`src/rtl/display_scan_mux.sv`:
```
// display_scan_mux: time-multiplexed N-digit 7-segment driver with frame snapshot and 4-bit PWM brightness
// Ports: CLK, RST (async, active high), D packed hex nibbles (digit 0 rightmost), DP decimal points,
//        BRIGHT 0..15, DIGIT one-hot enables, SEG {dp,g,f,e,d,c,b,a}, FRAME one-cycle snapshot pulse.
// Optional: define DISPLAY_LZB_EN for leading-zero blanking of digits above digit 0.
module display_scan_mux #(
  parameter int DIGITS           = 4,
  parameter int SCAN_W           = 16,
  parameter int DIGIT_ACTIVE_LOW = 1,
  parameter int SEG_ACTIVE_LOW   = 1
) (
  input  logic                CLK,
  input  logic                RST,
  input  logic [4*DIGITS-1:0] D,
  input  logic [DIGITS-1:0]   DP,
  input  logic [3:0]          BRIGHT,
  output logic [DIGITS-1:0]   DIGIT,
  output logic [7:0]          SEG,
  output logic                FRAME
);
  localparam int IW = $clog2(DIGITS);
  localparam logic [DIGITS-1:0] DIG_OFF = {DIGITS{DIGIT_ACTIVE_LOW != 0}};
  localparam logic [7:0] SEG_OFF = {8{SEG_ACTIVE_LOW != 0}};
  logic [SCAN_W-1:0]   r_cnt;
  logic [IW-1:0]       r_idx;
  logic [4*DIGITS-1:0] r_d;
  logic [DIGITS-1:0]   r_dp;
  logic [3:0]          r_br;
  logic                r_frame;
  logic [DIGITS-1:0]   r_digit;
  logic [7:0]          r_seg;
  logic [3:0]          w_nib;
  logic [6:0]          w_hex;
  logic                w_on;
  logic                w_snap;
  logic [DIGITS-1:0]   w_oh;
  logic [DIGITS-1:0]   w_blank;
  logic [7:0]          w_seg;
  always_comb begin
    w_nib = r_d[{r_idx, 2'b00} +: 4];
    case (w_nib)
      4'h0: w_hex = 7'h3F;
      4'h1: w_hex = 7'h06;
      4'h2: w_hex = 7'h5B;
      4'h3: w_hex = 7'h4F;
      4'h4: w_hex = 7'h66;
      4'h5: w_hex = 7'h6D;
      4'h6: w_hex = 7'h7D;
      4'h7: w_hex = 7'h07;
      4'h8: w_hex = 7'h7F;
      4'h9: w_hex = 7'h6F;
      4'hA: w_hex = 7'h77;
      4'hB: w_hex = 7'h7C;
      4'hC: w_hex = 7'h39;
      4'hD: w_hex = 7'h5E;
      4'hE: w_hex = 7'h79;
      default: w_hex = 7'h71;
    endcase
    // top nibble 15 never satisfies the compare, which guarantees the dark gap before each idx change
    w_on = r_cnt[SCAN_W-1 -: 4] < r_br;
    w_snap = r_cnt == '0 && r_idx == '0;
    w_oh = DIGITS'(1) << r_idx;
    w_seg = {r_dp[r_idx], w_blank[r_idx] ? 7'h00 : w_hex};
  end
`ifdef DISPLAY_LZB_EN
  // digit k is blanked when it and every more significant digit are zero; digit 0 never blanks
  always_comb begin
    logic z;
    z = 1'b1;
    w_blank = '0;
    for (int k = DIGITS - 1; k > 0; k--) begin
      z = z && r_d[4*k +: 4] == 4'h0;
      w_blank[k] = z;
    end
  end
`else
  assign w_blank = '0;
`endif
  always_ff @(posedge CLK or posedge RST) begin
    if (RST) begin
      r_cnt   <= '0;
      r_idx   <= '0;
      r_d     <= '0;
      r_dp    <= '0;
      r_br    <= '0;
      r_frame <= 1'b0;
      r_digit <= DIG_OFF;
      r_seg   <= SEG_OFF;
    end else begin
      r_cnt   <= r_cnt + 1'b1;
      if (&r_cnt) r_idx <= r_idx == IW'(DIGITS - 1) ? '0 : r_idx + 1'b1;
      r_frame <= w_snap;
      if (w_snap) begin
        r_d  <= D;
        r_dp <= DP;
        r_br <= BRIGHT;
      end
      r_digit <= w_on ? w_oh ^ DIG_OFF : DIG_OFF;
      r_seg   <= w_on ? w_seg ^ SEG_OFF : SEG_OFF;
    end
  end
  assign DIGIT = r_digit;
  assign SEG   = r_seg;
  assign FRAME = r_frame;
endmodule

```
`config.mk`:
```
export PLATFORM = sky130hd
export DESIGN_NAME = display_scan_mux
export DESIGN_NICKNAME = d
export VERILOG_FILES = /design/src/rtl/display_scan_mux.sv
export SDC_FILE = /design/constraint.sdc
export NUM_CORES = 1
export LEC_CHECK = 0
export ABC_AREA = 1
export CORE_MARGIN = 5
export CORE_UTILIZATION = 54
export CTS_CLUSTER_SIZE = 14
export DETAILED_ROUTE_END_ITERATION = 7
export PLACE_DENSITY = 0.82
export SETUP_SLACK_MARGIN = 0.2
export SLEW_MARGIN = 20
export SYNTH_ARGS = -nofsm -noshare
export SYNTH_HDL_FRONTEND = slang
export SYNTH_SLANG_ARGS = --single-unit
export TNS_END_PERCENT = 30
```
`constraint.sdc`:
```
create_clock -name CLK -period 2.5 [get_ports CLK]
set_clock_uncertainty 0.1 [all_clocks]
set_input_delay 0.5 -clock CLK [delete_from_list [all_inputs] [get_ports CLK]]
set_output_delay 0.5 -clock CLK [all_outputs]
set_load 0.005 [all_outputs]
```
==> reports/summary.md, run 1 <==
Run status
• result of the run: finished clean

Timing
• part of the cycle the worst path needs: 83.49%
• max-slew violation count: 0
• Min Clock Period, post-route: 2.087 ns
• Worst Hold Margin: 0.3819 ns
• fmax: 479.1 MHz
• slew at the pin closest to its max-slew limit: 0.5328 ns
• unrepaired setup endpoints after global routing: no
• Finish-stage setup viols: 0
• final hold viol count: 0
• worst slew slack as a fraction of its limit: 64.43%
• total negative setup slack: 0 ns

Die
• Chip Width: 81.35 um
• Die Y: 81.35 um
• Rows: 26
• number of top-level pins: 39
• area of the core: 0.005010 mm2
• Die ar.: 0.006617 mm2
• initial core utilization: 54.87%

Routing
• remaining design rule violation count: 0
• antenna-violating nets left: 0
• first-pass detailed-route iteration total: 4
• post-detailed-route via-to-cell ratio: 4.982
• met2 wire len: 2365 um
• total length of routed met3 wires: 278 um
• Detailed Route WL: 5268 um
• total number of vias: 2157
• Top Metal Used: met4
• total routed wire length on the met1 layer: 2562 um
• mean routed wirelength per cell: 12.17 um
• number of DRC markers in iteration 0: 156

Min path
• worst hold path type: reg -> reg
• worst min-delay path endpoint: r_cnt[0]
• Hold Crit Depth: 1
• hold path startpoint: r_cnt[0]

Critical path
• reg-to-reg endpoint: r_br[3]
• arrival time of data at the critical path endpoint: 2.21 ns
• buffer and inverter count on the worst path: 2
• FF-to-FF path depth: 8
• CP Class: reg -> reg
• largest fanout on the critical path: 28
• cell family with the largest share of critical-path delay: simple AND/OR/NAND/NOR gates
• required arrival time at the worst endpoint: 2.62 ns
• reg-to-reg startpoint: r_idx[1]
• worst reg-to-reg setup slack: 0.41 ns
• worst-path cell chain: inv_2, ha_1, nand3_1, nor2_1, nand2_2, inv_4, nand2_1, o21ai_0
• critical path endpoint category: flop
• Setup crit start kind: flop
• longest individual stage delay on the worst path: 0.51 ns
• highest-delay cell along the critical path: dfrtp_1

Final layout
• Ant. Diodes: 0
• Fill cells: 426
• nets@finish: 403
• utilization after layout: 65.68%
• most common cell after layout, fill and taps aside: nand2_1
• area grow syn2layout: 19.71%
• highest-count cells in the layout ignoring fill and taps: nand2_1 (127), dfrtp_1 (43), nand3_1 (38), clkdlybuf4s50_1 (38), nor2_1 (22)
• fraction of layout cells with a size suffix above 1: 10.19%

Synth
• post-synthesis sequential area ratio: 50.61%
• synthesis warning total: 0
• mean instance size in the synthesized netlist: 8.510 um2
• number of different library cells in the post-synthesis netlist: 26
• Mapped Area: 0.002749 mm2
• net count after synthesis: 364
• cell count after synthesis: 323
• FF+latch count, synth: 55

CTS
• number of buffers between clock root and the deepest sink: 2
• clock net sink count: 55
• clock transition at the registers of the reported paths: 0.09 ns
• Root Buffer Master: clkbuf_8
• htree depth: 2
• insertion delay of the later-clocked pin in the worst-skew pair: 0.30 ns
• CTS tree: yes
• Inserted Clock Buffers: 5
• total setup buffers inserted after CTS: 0
• post-cts sizing count: 0
• number of buffers added to fix hold violations after cts: 0

Global route
• Congestion Overflow GR: 0
• Total GRT Usage: 17.54%
• maximum number of pins on one net before global-route repair: 32
• vias in the first global route: 2142
• first-pass GRT wire length: 9087 um
• number of antenna violations at the first check in global routing: 0

Placement
• count of port buffers added during placement: 38
• hpwl dp: 3910 um
• routability congestion estimate from global placement: 0.8855

Pwr
• Worst VDD drop: 0.2621 mV
• Leak Pwr: 0.001605 uW
• pwr/cell area: 509.2 mW/mm2

Run
• max cap viols: 0

==> cell type report <==
type                       count  area, um2  share of cell area [%]
sequential                    55       1391                   42.28
clock buffer                   5      68.82                   2.091
timing repair buffer          40      407.9                   12.40
inverter                      23      88.84                   2.700
multi-input combinational    237       1207                   36.69
clock inverter                 3      38.79                   1.179
tap                           70      87.58                   2.662
==> kinds of logic after synthesis <==
group           count (synthesis)  share of synthesized area (%)
buf+inv                        31                          5.462
flops                          55                          50.61
xor+xnor                       12                          3.823
simple gates                  198                          30.95
fa+ha+maj                      15                          6.827
compound gates                 12                          2.321
==> power breakdown <==
part,switching [uW],internal (uW),total [uW]
sequential,13.8,930,944
combinational,76.4,86.2,163
clock,275,294,569
total,365,1310,1680
==> how the worst max path moves through the flow <==
stage	startpoint	depth (start not counted)	endpoint
after floorplan	RST	1	FRAME
after global placement	r_idx[1]	7	r_br[1]
after detailed placement	r_idx[1]	7	r_br[3]
after CTS	r_idx[1]	8	r_br[3]
after global routing	r_idx[1]	8	r_br[1]
final	r_idx[1]	8	r_br[3]
==> sequential cells by signal, summed over array words and instances (netlist names) <==
signal,count
r_dp,4
r_idx,2
DIGIT,4
r_br,4
FRAME,1
r_cnt,16
r_d,16
SEG,8
==> synthesized netlist by cell type <==
master,count,area share (%)
a21oi_1,3,0.55
buf_2,4,0.73
buf_4,1,0.27
buf_6,3,1.2
dfrtp_1,43,39
dfstp_2,12,11
ha_1,15,6.8
inv_1,17,2.3
inv_2,5,0.68
inv_4,1,0.23
nand2_1,127,17
nand2_2,2,0.46
nand2_4,2,0.82
nand3_1,38,6.9
nand3_2,2,0.73
nand3b_1,1,0.27
nor2_1,22,3.0
nor2_2,1,0.23
nor2_4,1,0.41
nor3_1,1,0.18
nor3_4,1,0.59
o21a_1,1,0.27
o21ai_0,7,1.3
o22ai_1,1,0.23
xnor2_1,2,0.64
xor2_1,10,3.2
==> metrics by stage <==
step	power, uW	cell area, um2	std cells	worst slack (ns)
after floorplan	1034	2749	323	0.5769
after global placement	1120	3183	425	0.5938
after detailed placement	1125	3183	425	0.4342
after CTS	1690	3291	433	0.4051
after global routing	1752	3291	433	0.2066
final	1675	3291	433	0.4128
==> routing by layer <==
metal / vias to the layer above / track usage (%)
li1: 1088 / -
met5: - / 0
met2: 64 / 27.93
met1: 998 / 23.87
met4: 0 / 6.250
met3: 7 / 3.326
(Power assumes the default switching activity.)
==> run 2: changes to the inputs <==
- clock period: 2.5 -> 2 ns (I/O delays scaled with it)
==> reports/summary.md, run 2 (synthesis gave the netlist of run 1 again) <==
Run status
• result of the run: finished clean, unchanged

Global route
• routing usage on met3: 2.882%, was 3.326%
• met1 Resource Use GR: 23.21%, was 23.87%
• number of antenna violations at the first check in global routing: 0, unchanged
• grt peak-use layer: met2, unchanged
• Congestion Overflow GR: 0, unchanged
• Total GRT Usage: 18.34%, was 17.54%
• vias in the first global route: 2171, was 2142
• maximum number of pins on one net before global-route repair: 35, was 32
• global routing usage on met2: 29.40%, was 27.93%
• first-pass GRT wire length: 9246 um, was 9087 um

Timing
• part of the cycle the worst path needs: 91.23%
• fmax: 548.1 MHz
• max-slew violation count: 0, unchanged
• unrepaired setup endpoints after global routing: yes, was no
• Finish-stage setup viols: 0, unchanged
• final hold viol count: 0, unchanged
• Min Clock Period, post-route: 1.825 ns
• total negative setup slack: 0 ns, unchanged
• worst slew slack as a fraction of its limit: 71.75%, was 64.43%
• slew at the pin closest to its max-slew limit: 0.4238 ns, was 0.5328 ns

Final layout
• nets@finish: 408, was 403
• Finished Layout Cells: 438, was 433
• fraction of layout cells with a size suffix above 1: 11.68%, was 10.19%
• area grow syn2layout: 20.35%, was 19.71%
• utilization after layout: 66.03%, was 65.68%
• Final Instance Area: 0.003308 mm2, was 0.003291 mm2
• Fill cells: 409, was 426
• most common cell after layout, fill and taps aside: nand2_1, unchanged
• Ant. Diodes: 0, unchanged
• highest-count cells in the layout ignoring fill and taps: nand2_1 (125), dfrtp_1 (43), nand3_1 (38), was nand2_1 (127), dfrtp_1 (43), nand3_1 (38), clkdlybuf4s50_1 (38), nor2_1 (22)

Critical path
• longest individual stage delay on the worst path: 0.52 ns, was 0.51 ns
• Setup crit start kind: flop, unchanged
• required arrival time at the worst endpoint: 1.50 ns, was 2.62 ns
• worst reg-to-reg setup slack: 0.34 ns, was 0.41 ns
• Crit. path cell count: 1, was 8
• arrival time of data at the critical path endpoint: 1.32 ns, was 2.21 ns
• highest-delay cell along the critical path: dfstp_2, was dfrtp_1
• reg-to-reg startpoint: r_idx[0], was r_idx[1]
• worst-path cell chain: clkdlybuf4s50_1, was inv_2, ha_1, nand3_1, nor2_1, nand2_2, inv_4, nand2_1, o21ai_0
• cell family with the largest share of critical-path delay: flip-flops, was simple AND/OR/NAND/NOR gates
• reg-to-reg endpoint: SEG[0], was r_br[3]
• critical path endpoint category: primary output, was flop
• CP Class: reg -> out, was reg -> reg
• FF-to-FF path depth: 9, was 8
• buffer and inverter count on the worst path: 1, was 2
• largest fanout on the critical path: 1, was 28

Routing
• mean routed wirelength per cell: 12.51 um, was 12.17 um
• antenna-violating nets left: 0, unchanged
• Detailed Route WL: 5481 um, was 5268 um
• remaining design rule violation count: 0, unchanged
• post-detailed-route via-to-cell ratio: 4.993, was 4.982
• total number of vias: 2187, was 2157
• number of DRC markers in iteration 0: 103, was 156
• first-pass detailed-route iteration total: 4, unchanged

Pwr
• total power after layout: 1972 uW, was 1675 uW
• pwr/cell area: 596.2 mW/mm2, was 509.2 mW/mm2
• Leak Pwr: 0.001638 uW, was 0.001605 uW
• Worst VDD drop: 0.3019 mV, was 0.2621 mV

Min path
• worst hold path type: reg -> reg, unchanged
• hold path startpoint: r_d[2], was r_cnt[0]
• Hold Crit Depth: 2, was 1
• worst min-delay path endpoint: r_d[2], was r_cnt[0]

CTS
• number of buffers added to fix hold violations after cts: 0, unchanged
• insertion delay of the later-clocked pin in the worst-skew pair: 0.31 ns, was 0.30 ns
• Inserted Clock Buffers: 5, unchanged
• number of buffers between clock root and the deepest sink: 2, unchanged
• clock transition at the registers of the reported paths: 0.09 ns, about the same
• CTS tree: yes, unchanged
• htree depth: 2, unchanged
• Root Buffer Master: clkbuf_8, unchanged
• clock net sink count: 55, unchanged

Die
• Chip Width: 81.35 um, unchanged
• Die ar.: 0.006617 mm2, unchanged
• area of the core: 0.005010 mm2, unchanged
• initial core utilization: 54.87%, unchanged
• Die Y: 81.35 um, unchanged
• number of top-level pins: 39, unchanged
• Rows: 26, unchanged

Placement
• routability congestion estimate from global placement: 0.8769, was 0.8855
• count of port buffers added during placement: 38, unchanged
• hpwl dp: 4025 um, was 3910 um
• standard cell area after detailed placement: 0.003197 mm2, was 0.003183 mm2
• number of placed instances, taps included: 428, was 425

Run
• max cap viols: 0, unchanged

-- run 2: repair_timing --
item / CTS / global route
setup buffers: 0 / 2
setup endpoints to repair: 12 / 14
gates resized for setup: 3 / 7
-- run 2: worst max-delay path by stage --
stage,start,endpoint,slack (ns)
after global placement,r_idx[0],SEG[5],0.38
after global routing,SEG[5],SEG[5],0.14
after floorplan,r_idx[1],r_d[5],0.42
after CTS,SEG[2],SEG[2],0.16
after detailed placement,r_idx[0],SEG[3],0.32
final,SEG[7],SEG[7],0.18
-- run 2: worst min-delay path, cell delays in order, from the launching register on --
cell and delay [ns]:
dfrtp_1 0.36, nand2_1 0.05, nand2_1 0.05
-- run 2: area by class of cell --
type / instances / area (um2) / share of cell area, %
Sequential cell: 55 / 1391 / 42.06
Multi-Input combinational cell: 237 / 1212 / 36.65
Timing Repair Buffer: 45 / 440.4 / 13.31
Inverter: 23 / 95.09 / 2.874
Tap cell: 70 / 87.58 / 2.648
Clock buffer: 7 / 76.32 / 2.307
Clock inverter: 1 / 5.005 / 0.1513
-- run 2: through the flow --
step	hold slack (ns)	setup slack (ns)
floorplan	0.3420	0.4232
global placement	0.3556	0.3819
detailed placement	0.3657	0.3204
CTS	0.3899	0.1619
global route	0.4093	0.1436
finish	0.3891	0.1754
-- run 2: report_power, final --
| group | switching [uW] | internal (uW) | leakage, uW |
|---|---|---|---|
| Sequential | 17.3 | 1160 | 0.000657 |
| Combinational | 93.8 | 104 | 0.000939 |
| Clock | 347 | 247 | 0.0000422 |
-- run 2: metal layers --
metal  wire (um)  vias up
met5           0        -
met4         124        0
met3         303       12
met2        2544       60
met1        2508     1016
li1            -     1099
==> run 3: changes to the inputs <==
- CELL_PAD_IN_SITES_DETAIL_PLACEMENT: default -> 1
- CELL_PAD_IN_SITES_GLOBAL_PLACEMENT: default -> 1
- CORE_UTILIZATION: 54 -> 41
- GPL_TIMING_DRIVEN: default -> 0
- PLACE_DENSITY: 0.82 -> 0.83
- SETUP_SLACK_MARGIN: 0.2 -> 0.15
==> reports/summary.md, run 3 (synthesis gave the netlist of run 1 again) <==
Final layout
• utilization after layout: 53.01%, was 66.03%
• Fill cells: 769, was 409
• Ant. Diodes: 0, unchanged
• area grow syn2layout: 23.85%, was 20.35%
• most common cell after layout, fill and taps aside: nand2_1, unchanged
• fraction of layout cells with a size suffix above 1: 14.25%, was 11.68%
• nets@finish: 412, was 408
• Finished Layout Cells: 449, was 438
• highest-count cells in the layout ignoring fill and taps: nand2_1 (125), dfrtp_1 (42), clkdlybuf4s50_1 (38), was nand2_1 (125), dfrtp_1 (43), nand3_1 (38)

Die
• number of top-level pins: 39, unchanged
• Die ar.: 0.008442 mm2, was 0.006617 mm2
• Die Y: 91.88 um, was 81.35 um
• initial core utilization: 42.80%, was 54.87%
• Rows: 29, was 26
• Chip Width: 91.88 um, was 81.35 um
• area of the core: 0.006422 mm2, was 0.005010 mm2

Routing
• met2 wire len: 3360 um, was 2544 um
• post-detailed-route via-to-cell ratio: 5.018, was 4.993
• mean routed wirelength per cell: 14.56 um, was 12.51 um
• total length of routed met3 wires: 218 um, was 303 um
• number of DRC markers in iteration 0: 69, was 103
• remaining design rule violation count: 0, unchanged
• Top Metal Used: met4, unchanged
• total routed wire length on the met1 layer: 2920 um, was 2508 um
• Detailed Route WL: 6537 um, was 5481 um
• total number of vias: 2253, was 2187
• first-pass detailed-route iteration total: 4, unchanged
• antenna-violating nets left: 0, unchanged

Placement
• routability congestion estimate from global placement: 0.8861, was 0.8769
• count of port buffers added during placement: 38, unchanged
• number of placed instances, taps included: 438, was 428
• hpwl dp: 4838 um, was 4025 um

Timing
• max-slew violation count: 0, unchanged
• Finish-stage setup viols: 0, unchanged
• worst slew slack as a fraction of its limit: 54.71%, was 71.75%
• Min Clock Period, post-route: 1.842 ns, was 1.825 ns
• total negative setup slack: 0 ns, unchanged
• fmax: 543.0 MHz, was 548.1 MHz
• part of the cycle the worst path needs: 92.09%, was 91.23%
• final hold viol count: 0, unchanged
• unrepaired setup endpoints after global routing: yes, unchanged
• slew at the pin closest to its max-slew limit: 0.6793 ns, was 0.4238 ns

Critical path
• FF-to-FF path depth: 9, unchanged
• highest-delay cell along the critical path: dfstp_2, unchanged
• Setup crit start kind: flop, unchanged
• largest fanout on the critical path: 1, unchanged
• required arrival time at the worst endpoint: 1.50 ns, about the same
• critical path endpoint category: primary output, unchanged
• worst reg-to-reg setup slack: 0.25 ns, was 0.34 ns
• start point of the critical path: DIGIT[3], was SEG[7]
• reg-to-reg startpoint: r_idx[0], unchanged
• CP Class: reg -> out, unchanged
• cell family with the largest share of critical-path delay: flip-flops, unchanged
• worst-path cell chain: clkdlybuf4s50_1, unchanged
• Crit. path cell count: 1, unchanged
• arrival time of data at the critical path endpoint: 1.34 ns, was 1.32 ns
• longest individual stage delay on the worst path: 0.54 ns, was 0.52 ns
• buffer and inverter count on the worst path: 1, unchanged
• reg-to-reg endpoint: SEG[0], unchanged

Global route
• Congestion Overflow GR: 0, unchanged
• maximum number of pins on one net before global-route repair: 56, was 35
• vias in the first global route: 2364, was 2171
• Total GRT Usage: 16.61%, was 18.34%
• first-pass GRT wire length: 11300 um, was 9246 um
• number of antenna violations at the first check in global routing: 0, unchanged

CTS
• number of buffers between clock root and the deepest sink: 2, unchanged
• htree depth: 2, unchanged
• Root Buffer Master: clkbuf_8, unchanged
• Inserted Clock Buffers: 5, unchanged
• clock transition at the registers of the reported paths: 0.10 ns, was 0.09 ns
• CTS tree: yes, unchanged
• clock net sink count: 55, unchanged
• insertion delay of the later-clocked pin in the worst-skew pair: 0.31 ns, about the same

Pwr
• Worst VDD drop: 0.2666 mV, was 0.3019 mV
• portion of total power attributed to the clock network: 35.8%, was 30.1%
• pwr/cell area: 632.7 mW/mm2, was 596.2 mW/mm2
• Comb power frac: 9.4%, was 10.0%
• portion of total power attributed to sequential cells: 54.8%, was 59.8%
• internal power consumption: 1674 uW, was 1514 uW
• Leak Pwr: 0.001667 uW, was 0.001638 uW
• proportion of total power due to net switching: 22.27%, was 23.25%
• switching pwr: 479.6 uW, was 458.6 uW

Min path
• worst min-delay path endpoint: r_dp[3], was r_d[2]
• hold path startpoint: r_dp[3], was r_d[2]
• worst hold path type: reg -> reg, unchanged
• Hold Crit Depth: 2, unchanged

Run
• max cap viols: 0, unchanged

Run status
• result of the run: finished clean, unchanged

-- run 3: cell types whose count changed in the layout (fill, tap and decap cells not counted), sizes merged --
cell	change
clkinvlp	-1
bufinv	+1
clkdlybuf4s50	+6
dlygate4sd2	-3
clkbuf	-1
buf	+4
dlymetal6s2s	-3
clkinv	+1
-- run 3: stage by stage --
| stage | hold WS (ns) | area [um2] | total power (uW) | setup WS, ns |
|---|---|---|---|---|
| after floorplan | 0.3420 | 2749 | 1292 | 0.1769 |
| after global placement | 0.3543 | 3226 | 1396 | -0.8640 |
| final | 0.3876 | 3405 | 2154 | 0.1582 |
| after detailed placement | 0.3655 | 3228 | 1405 | 0.1350 |
| after CTS | 0.3914 | 3358 | 2183 | 0.1500 |
| after global routing | 0.4093 | 3405 | 2259 | 0.1071 |
-- run 3: worst max-delay path by stage --
| stage | to | slack, ns |
|---|---|---|
| after floorplan | FRAME | 0.18 |
| after global placement | r_d[7] | -0.86 |
| after detailed placement | r_d[1] | 0.13 |
| after CTS | r_d[1] | 0.15 |
| after global routing | SEG[0] | 0.11 |
| final | DIGIT[3] | 0.16 |
-- run 3: repair_timing --
action	4_1_cts	5_1_grt
hold endpoints to repair	0	0
resized for setup	2	15
hold buffers	0	0
setup buffers	1	2
setup endpoints to repair	20	41
pin swaps	0	0
-- run 3: power by group through the flow --
stage | Sequential [uW] | Clock (uW) | Combinational [uW]
after floorplan | 1200 | 0 | 92.5
after global placement | 1200 | 0 | 197
after detailed placement | 1200 | 0 | 204
after CTS | 1180 | 796 | 206
after global routing | 1180 | 845 | 229
final | 1180 | 771 | 203
-- run 3: layout make-up --
| class | instances | area (um2) | area share (%) |
|---|---|---|---|
| clock inverter | 2 | 35.03 | 1.029 |
| clock buffer | 6 | 82.58 | 2.426 |
| multi-input combinational | 237 | 1227 | 36.05 |
| sequential | 55 | 1393 | 40.90 |
| tap | 77 | 96.34 | 2.830 |
| inverter | 23 | 98.84 | 2.903 |
| buffer | 8 | 68.82 | 2.021 |
| timing repair buffer | 41 | 402.9 | 11.83 |
-- run 3: routing by layer --
layer  vias to the layer above  global-route usage, %
met2                        39                  29.08
li1                       1109                      -
met1                      1100                  21.16
met3                         5                  3.191
met5                         -                      0
met4                         0                  4.084
